--- src/rtl/ofm_pkg.sv ---
// Shared types and defaults for the OFM write-back path.
package ofm_pkg;

  typedef enum logic [1:0] {
    IDLE = 2'd0,
    LOAD = 2'd1,
    RUN  = 2'd2,
    DONE = 2'd3
  } state_t;

  localparam int DEF_DATA_W    = 8;
  localparam int DEF_NUM_LANES = 4;

endpackage

--- src/rtl/ofm_wb_ctrl_rr_arbiter.sv ---
// Combinational round-robin arbiter: first requester at or after ptr wins.
module rr_arbiter
  import ofm_pkg::*;
#(
  parameter int N = DEF_NUM_LANES
) (
  input  logic [N-1:0]         req,
  input  logic [$clog2(N)-1:0] ptr,
  output logic [N-1:0]         grant
);

  logic found;
  int   idx;

  always_comb begin
    grant = '0;
    found = 1'b0;
    idx   = 0;
    for (int k = 0; k < N; k++) begin
      idx = int'(ptr) + k;
      if (idx >= N) idx = idx - N;
      if (!found && req[idx]) begin
        grant[idx] = 1'b1;
        found      = 1'b1;
      end
    end
  end

endmodule

--- src/rtl/ofm_wb_ctrl.sv ---
// OFM write-back controller: arbitrates PE output lanes onto one memory
// write port, one channel plane per lane, one tile per start pulse.
module ofm_wb_ctrl
  import ofm_pkg::*;
#(
  parameter int NUM_LANES = DEF_NUM_LANES,
  parameter int DATA_W    = DEF_DATA_W,
  parameter int ADDR_W    = 16,
  parameter int DIM_W     = 8
) (
  input  logic                        clk,
  input  logic                        rst,
  input  logic                        start,
  input  logic [DIM_W-1:0]            cfg_ofm_w,
  input  logic [DIM_W-1:0]            cfg_ofm_h,
  input  logic [ADDR_W-1:0]           cfg_base_addr,
  input  logic [NUM_LANES-1:0]        lane_valid,
  input  logic [NUM_LANES*DATA_W-1:0] lane_data,
  output logic [NUM_LANES-1:0]        lane_ready,
  output logic                        mem_we,
  output logic [ADDR_W-1:0]           mem_addr,
  output logic [DATA_W-1:0]           mem_wdata,
  output logic                        busy,
  output logic                        done
);

  localparam int PW = $clog2(NUM_LANES);

  state_t               state;
  logic [DIM_W-1:0]     ofm_w;
  logic [DIM_W-1:0]     ofm_h;
  logic [ADDR_W-1:0]    base_addr;
  logic [ADDR_W-1:0]    plane_size;
  logic [ADDR_W-1:0]    cnt [NUM_LANES];
  logic [PW-1:0]        ptr;
  logic [PW-1:0]        gidx;
  logic [NUM_LANES-1:0] req;
  logic [NUM_LANES-1:0] grant;
  logic [2*DIM_W-1:0]   area;
  logic                 hs;
  logic                 last_hs;

  assign area = ofm_w * ofm_h;

  always_comb begin
    req = '0;
    for (int i = 0; i < NUM_LANES; i++)
      req[i] = (state == RUN) && lane_valid[i] && (cnt[i] < plane_size);
  end

  rr_arbiter #(.N(NUM_LANES)) u_arb (
    .req   (req),
    .ptr   (ptr),
    .grant (grant)
  );

  assign lane_ready = grant;
  assign hs         = |grant;
  assign busy       = (state == LOAD) || (state == RUN);

  always_comb begin
    gidx = '0;
    for (int i = 0; i < NUM_LANES; i++)
      if (grant[i]) gidx = PW'(i);
  end

  // The tile ends on the handshake after which every lane sits at plane_size.
  always_comb begin
    last_hs = hs;
    for (int j = 0; j < NUM_LANES; j++) begin
      if (PW'(j) == gidx) begin
        if (cnt[j] + ADDR_W'(1) != plane_size) last_hs = 1'b0;
      end else if (cnt[j] != plane_size) begin
        last_hs = 1'b0;
      end
    end
  end

  always_ff @(posedge clk) begin
    if (rst) begin
      state      <= IDLE;
      ofm_w      <= '0;
      ofm_h      <= '0;
      base_addr  <= '0;
      plane_size <= '0;
      ptr        <= '0;
      mem_we     <= 1'b0;
      mem_addr   <= '0;
      mem_wdata  <= '0;
      done       <= 1'b0;
      for (int i = 0; i < NUM_LANES; i++) cnt[i] <= '0;
    end else begin
      mem_we <= 1'b0;
      done   <= 1'b0;
      case (state)
        IDLE: begin
          if (start) begin
            ofm_w     <= cfg_ofm_w;
            ofm_h     <= cfg_ofm_h;
            base_addr <= cfg_base_addr;
            for (int i = 0; i < NUM_LANES; i++) cnt[i] <= '0;
            state     <= LOAD;
          end
        end
        LOAD: begin
          plane_size <= ADDR_W'(area);
          state      <= RUN;
        end
        RUN: begin
          if (hs) begin
            mem_we    <= 1'b1;
            mem_addr  <= base_addr + ADDR_W'(gidx) * plane_size + cnt[gidx];
            mem_wdata <= lane_data[gidx*DATA_W +: DATA_W];
            cnt[gidx] <= cnt[gidx] + ADDR_W'(1);
            ptr       <= (gidx == PW'(NUM_LANES - 1)) ? '0 : gidx + PW'(1);
            // done rides alongside the final registered write in DONE.
            if (last_hs) begin
              done  <= 1'b1;
              state <= DONE;
            end
          end
        end
        DONE:    state <= IDLE;
        default: state <= IDLE;
      endcase
    end
  end

endmodule
--- config.mk ---
export PLATFORM = sky130hd
export DESIGN_NAME = ofm_wb_ctrl
export DESIGN_NICKNAME = d
export VERILOG_FILES = /design/src/rtl/ofm_pkg.sv /design/src/rtl/ofm_wb_ctrl_rr_arbiter.sv /design/src/rtl/ofm_wb_ctrl.sv
export SDC_FILE = /design/constraint.sdc
export NUM_CORES = 1
export LEC_CHECK = 0
export ABC_CLOCK_PERIOD_IN_PS = 24500
export CAP_MARGIN = 30
export CORE_AREA = 2 2 217 219
export CTS_BUF_LIST = sky130_fd_sc_hd__clkbuf_2 sky130_fd_sc_hd__clkbuf_4 sky130_fd_sc_hd__clkbuf_8
export DETAILED_ROUTE_END_ITERATION = 8
export DIE_AREA = 0 0 219 221
export GPL_ROUTABILITY_DRIVEN = 0
export PLACE_DENSITY = 0.45
export RECOVER_POWER = 100
export SLEW_MARGIN = 20
export SYNTH_ARGS = -nofsm -noshare
export SYNTH_HDL_FRONTEND = slang
export SYNTH_SLANG_ARGS = --single-unit
--- constraint.sdc ---
create_clock -name clk -period 24.5 [get_ports clk]
set_input_delay 4.9 -clock clk [delete_from_list [all_inputs] [get_ports clk]]
set_output_delay 4.9 -clock clk [all_outputs]
set_load 0.01 [all_outputs]
# After elaboration in Yosys (flattened, before gate mapping)
# Memories as Yosys holds them, arrays and structs flattened.
# Cells that the tools add are included.
# totals
ff_bits,78
latchBits,0
mem_bits_rw,64
romBits,0
inputBits,71
output_inout_bits,31
word_cells,168
memories,1
# op_classes
n_addsub,15
multipliers,2
n_div,0
order_cmp,16
n_eq_ne,18
n_shift,1
muxes,69
bitwise,9
n_reduce_logical,27
# memory_table
name,depth,width,read_ports,rd_ports_with_merged_regs,wr,line_no,rtl
cnt,4,16,5,0,4,ofm_wb_ctrl.sv:34,logic [ADDR_W-1:0] cnt [NUM_LANES];
# ops
cell,n
">= comparator 32 x 1 -> 1 bit, second input constant",4
"< comparator 32 x 4 -> 1 bit, second input constant",4
2-to-1 mux 32 bit,4
inequality test 16 bit,8
">= comparator 32 x 4 -> 1 bit, second input constant",3
"subtractor 32 x 4 -> 32 bit, second input constant",3
"adder 16 x 1 -> 16 bit, second input constant",5
2-to-1 mux 16 bit,5
< comparator 16 bit,4
2-to-1 mux 1 bit,40
adder 16 bit,2
indexed part select 32 x 6 -> 8 bit,1
multiplier 2 x 16 -> 16 bit,1
multiplier 8 x 8 -> 16 bit,1
2-to-1 mux 4 bit,4
OR reduction 16 bit,1
logical AND 1 bit,15
2-to-1 mux 2 bit,7
OR 4 bit,3
binary-select mux 1 bit (select 2 bit),4
demux 1 bit (select 2 bit),4
case mux 2 bit (4 select lines),1
"adder 2 x 2 -> 3 bit, second input constant",2
"equality test 2 bit, second input constant",3
other kinds (17),28

# Longest topological paths before layout
# logic_depth
ltp_word,30
depth_mapped,35
mapped_depth_nobuf,32

# Hierarchy
# A second synthesis with hierarchy kept.
# hier_totals
cells_unflattened,1625
hier_area_um2,13792.0
# by_module_without_submodules
module,instances,cells_each,area_per_inst_um2,seq_area_each_um2
ofm_wb_ctrl,1,1587,13434.1,3483.3
rr_arbiter,1,38,357.8,0.0

# Worst setup path after synthesis
# No wires, ideal clock.
# synth_timing
kind,in2out
from,input port lane_valid[0]
to,output port lane_ready[3]
t_arrival_ps,7510
required_time_ps,19600
setup_slack_ps,12090
cell_stages,13
n_path_buf,4
cell_sequence,nand2_1 > nor2_1 > o21ai_0 > or3_1 > mux4_2 > nor2b_1 > a311oi_2 > and2_1 > buf_4 > inv_4 > clkbuf_1 > clkbuf_1 > buf_1
# synth_between
elab_chain_cells,15
word_cells_on_any_way,30
classes_between,mux: 19; bitwise: 3; reduce/logical: 8
# synth_lines
element,line_no,rtl
start: declaration,ofm_wb_ctrl.sv:17,"input logic [NUM_LANES-1:0] lane_valid,"
logical AND 1 bit * (2 in series),ofm_wb_ctrl.sv:48,req[i] = (state == RUN) && lane_valid[i] && (cnt[i] < plane_size);
binary-select mux 1 bit (select 2 bit),ofm_wb_ctrl_rr_arbiter.sv:22,if (!found && req[idx]) begin
2-to-1 mux 1 bit (not written as such) (2 in series),ofm_wb_ctrl_rr_arbiter.sv:22,
2-to-1 mux 1 bit,ofm_wb_ctrl_rr_arbiter.sv:22,
zero test 1 bit,ofm_wb_ctrl_rr_arbiter.sv:22,
logical AND 1 bit,ofm_wb_ctrl_rr_arbiter.sv:22,
2-to-1 mux 1 bit,ofm_wb_ctrl_rr_arbiter.sv:22,
zero test 1 bit,ofm_wb_ctrl_rr_arbiter.sv:22,
logical AND 1 bit,ofm_wb_ctrl_rr_arbiter.sv:22,
2-to-1 mux 1 bit,ofm_wb_ctrl_rr_arbiter.sv:22,
zero test 1 bit,ofm_wb_ctrl_rr_arbiter.sv:22,
logical AND 1 bit,ofm_wb_ctrl_rr_arbiter.sv:22,
2-to-1 mux 4 bit *,ofm_wb_ctrl_rr_arbiter.sv:22,
end: declaration,ofm_wb_ctrl.sv:19,"output logic [NUM_LANES-1:0] lane_ready,"
# Mark *: on every way between the ends. The rest lies on a longest branch, timed or not. The select of a mux whose other input is x is not followed.

# Final worst setup path
# layout_timing
from,input port lane_valid[3]
to,output port lane_ready[3]
# The elaborated chain is that of the path after synthesis.

==> impl_summary.log <==
INFO  metric drt_wl_total = 46600 um
INFO  metric vias_per_cell = 5.15
INFO  metric fp.dieW = 219 um
INFO  metric slew_at_the_pin_closest_to_its_max_slew_limit = 2930 ps
INFO  metric final-setup-viol-count = 0
INFO  metric grt_first_pass_wirelength = 71500 um
INFO  metric crit_path_frequent_cell = dlygate4sd3_1
INFO  metric initial_core_util = 29.6%
INFO  metric synth_async_sr_flop_share = 0%
INFO  metric core_area = 46100 um^2
INFO  metric synth_area = 13700 um^2
INFO  metric cts_repair_resize_count = 0
INFO  metric worst_hold_path.num_cells = 2
INFO  metric finClkSkew = 24.3 ps
INFO  metric critical_path_arrival = 10620 ps
INFO  metric max-cap-violations = 4
INFO  metric place.port_buffers = 101
INFO  metric required = 19600 ps
INFO  metric drt_initial_violations = 844
INFO  metric post_cts_repair_setup_buffers = 0
INFO  metric crit_fanout = 46
INFO  metric grt_remaining_overflow = 0
INFO  metric antenna_cells = 0
INFO  metric dieHeight = 221 um
INFO  metric slew_headroom = -95.4%
INFO  metric pre_cts_ws = 11020 ps
INFO  metric finalHoldViolations = 0
INFO  metric failed_checks = max-capacitance violations, max-slew violations
INFO  metric power.ir.vdd_worst = 0.0000495 V
INFO  metric numClockSinks = 142
INFO  metric cp-end-kind = primary output
INFO  metric synth_seq_cells = 142
INFO  metric cp_slowest_cell = clkinvlp_2
INFO  metric yosys_most_used_dff = dfxtp_1
INFO  metric min_delay_worst_type = flop to flop
INFO  metric synth.avg_cell_area = 8.49 um^2
INFO  metric yosysWarnings = 0
INFO  metric num_io_pins = 102
INFO  metric final_util = 34.0%
INFO  metric global_route.usage.total = 19.6%
INFO  metric fp.dieArea = 48400 um^2
INFO  metric slew_viol_final = 152
INFO  metric drt-pass1-iter-count = 5
INFO  metric final_net_count = 1947
INFO  metric place_area = 15200 um^2
INFO  metric ant_nets = 0
INFO  metric path_clk_slew = 80 ps
INFO  metric syn-instance-count = 1608
INFO  metric clock_tree_from_tritoncts = yes
INFO  metric timing.final.crit_share = 63.4%
INFO  metric number_of_global_route_vias_before_repair = 11600
INFO  metric ys_types = 88
INFO  metric r2r_cells = 28
INFO  metric final.setup.tns = 0 ps
INFO  metric crit_path_max_incr_delay = 1550 ps
INFO  metric ctsLongestPathBuffers = 2
INFO  metric totalPowerFinal = 1.36 mW
INFO  metric period_minus_slack = 15520 ps
INFO  metric layout-drive-gt1-share = 4.09%
INFO  metric cts_root_buf = clkbuf_8
INFO  metric max_freq = 64.4 MHz
INFO  metric num_vias = 11800
INFO  metric outcome = finished with violations
INFO  metric timing.critical_path.cells = dlygate4sd3_1, nand2_1, nor2_1, o21ai_0, a211o_1, mux4_2, and3_1, a311oi_1, and2_0, clkinvlp_2, dlygate4sd3_1
INFO  metric power.density = 86.8 nW/um^2
INFO  metric largest_net_degree_at_the_start_of_global_routing = 67
INFO  metric synthToLayoutAreaGrowth = 14.9%
INFO  metric dp_hpwl = 37500 um
INFO  metric hold_buffers = 0
INFO  metric floorplan.rows = 79
INFO  metric synth_seq_area_share = 25.5%
INFO  metric antenna_found_initial = 0
INFO  metric postLayoutSetupSlackWorst = 8980 ps
INFO  metric worstSkewPairLatency = 470 ps
INFO  metric final_cell_area = 15700 um^2
INFO  metric cts_inserted_buffers = 17
INFO  metric htree_levels = 4
INFO  metric wl_per_cell = 20.3 um
INFO  metric rsz0062_at_grt = no
INFO  metric syn-num-nets = 1881
INFO  metric timing.setup.critical_path_class = input port to primary output
INFO  metric cp-start-kind = input port
INFO  metric synth_enable_flop_cells = 64
INFO  metric leakagePower = 6.48 nW
INFO  metric remaining_drc_errors = 0
==> critical path: cells and delay by family <==
family,cells,cell delay (ps)
buf+inv,3,3270
compound gates,3,950
mux,1,590
simple gates,4,900
==> layout by cell type (no fill, tap or decap), types with 12 or more instances in the layout <==
cell             count
a21oi_1            113
and3_1              19
nand2_1            193
nand4_1             25
o21ai_0             45
clkdlybuf4s50_1     68
nor2_1             167
dfxtp_1             78
and4_1              12
nand3_1             22
edfxtp_1            64
a31oi_1             15
xor2_1              24
a211oi_1            32
ha_1               137
fa_1                65
nor3_1              54
dlygate4sd3_1       32
mux2i_1             24
clkbuf_8            22
inv_1              130
and2_1              49
xnor2_1             86
==> logic make-up (layout without fill, tap and decap cells) <==
kind of cell | after synthesis | after routing | share of synthesized area, %
adders and majority gates | 202 | 202 | 22.1
DFF | 142 | 142 | 25.5
and+or+nand+nor | 609 | 609 | 21.6
muxes | 42 | 42 | 3.70
AOI/OAI and AO/OA | 300 | 300 | 14.3
buffers and inverters | 203 | 282 | 5.78
xor gates and xnor gates | 110 | 110 | 7.06
==> stage by stage <==
step,hold slack (ps),instances
2_1_floorplan,436,1608
3_3_place_gp,442,2258
3_5_place_dp,449,2259
4_1_cts,462,2291
5_1_grt,482,2294
6_report,457,2294
==> path summary, 6_finish.rpt <==
| check | to | slack (ps) | from |
|---|---|---|---|
| setup / recovery | lane_ready[3] | 8980 | lane_valid[3] |
| hold / removal | mem_addr[3]$_SDFFE_PP0P_ | 460 | mem_addr[3]$_SDFFE_PP0P_ |
| setup reg to reg | mem_addr[15]$_SDFFE_PP0P_ | 13510 | plane_size[6]$_SDFFE_PP0N_ |
| hold reg to reg | mem_addr[3]$_SDFFE_PP0P_ | 460 | mem_addr[3]$_SDFFE_PP0P_ |
==> registers in the layout (all words and copies together), names as in the netlist <==
| signal | flops |
|---|---|
| base_addr | 16 |
| cnt | 64 |
| done | 1 |
| mem_addr | 16 |
| mem_wdata | 8 |
| mem_we | 1 |
| ofm_h | 8 |
| ofm_w | 8 |
| plane_size | 16 |
| ptr | 2 |
| state | 2 |
==> layout make-up <==
| type | instances | area [um^2] |
|---|---|---|
| fillers | 4902 | 30400 |
| multi-input cells | 1263 | 9350 |
| flip-flops and latches | 142 | 3480 |
| repair buffers | 115 | 1110 |
| well taps | 607 | 759 |
| inverters | 135 | 513 |
| clock buffers | 23 | 310 |
| clock inverters | 9 | 153 |
==> layer usage <==
metal | wire (um) | vias up | global-route usage [%]
met5 | 0 | - | 0
met4 | 1120 | 0 | 5.86
met3 | 2750 | 42 | 2.75
met2 | 20300 | 375 | 29.5
met1 | 22500 | 5657 | 28.8
li1 | - | 5744 | -
==> Yosys cell counts, types with 5 or more instances <==
cell,n,share of area (%)
nand2_1,193,5.3
fa_1,65,9.5
o21a_1,5,0.27
and3_1,19,0.87
o21ai_0,44,1.6
and2_1,51,2.3
edfxtp_1,64,14
mux2i_1,24,1.8
mux2_2,5,0.41
nor4_1,8,0.37
xor2_1,24,1.5
nand3_1,22,0.81
a211o_1,6,0.38
ha_1,137,13
a211oi_1,32,1.8
nor3_1,54,2.0
and4_1,12,0.77
nand4_1,25,1.1
a21boi_0,5,0.27
a31oi_1,15,0.69
a21oi_1,113,4.1
nand2b_1,5,0.23
a22o_1,6,0.38
dfxtp_1,78,11
nor2b_1,11,0.50
nor2_1,167,4.6
nor3b_1,9,0.49
xnor2_1,86,5.5
clkbuf_1,60,1.6
inv_1,130,3.6
a21o_1,9,0.49
==> report_power, final <==
group | internal [mW] | switching, mW
clock network | 0.126 | 0.0955
registers | 0.315 | 0.107
logic | 0.281 | 0.436
total | 0.722 | 0.638
No activity file was read; power rests on OpenSTA's default activity.
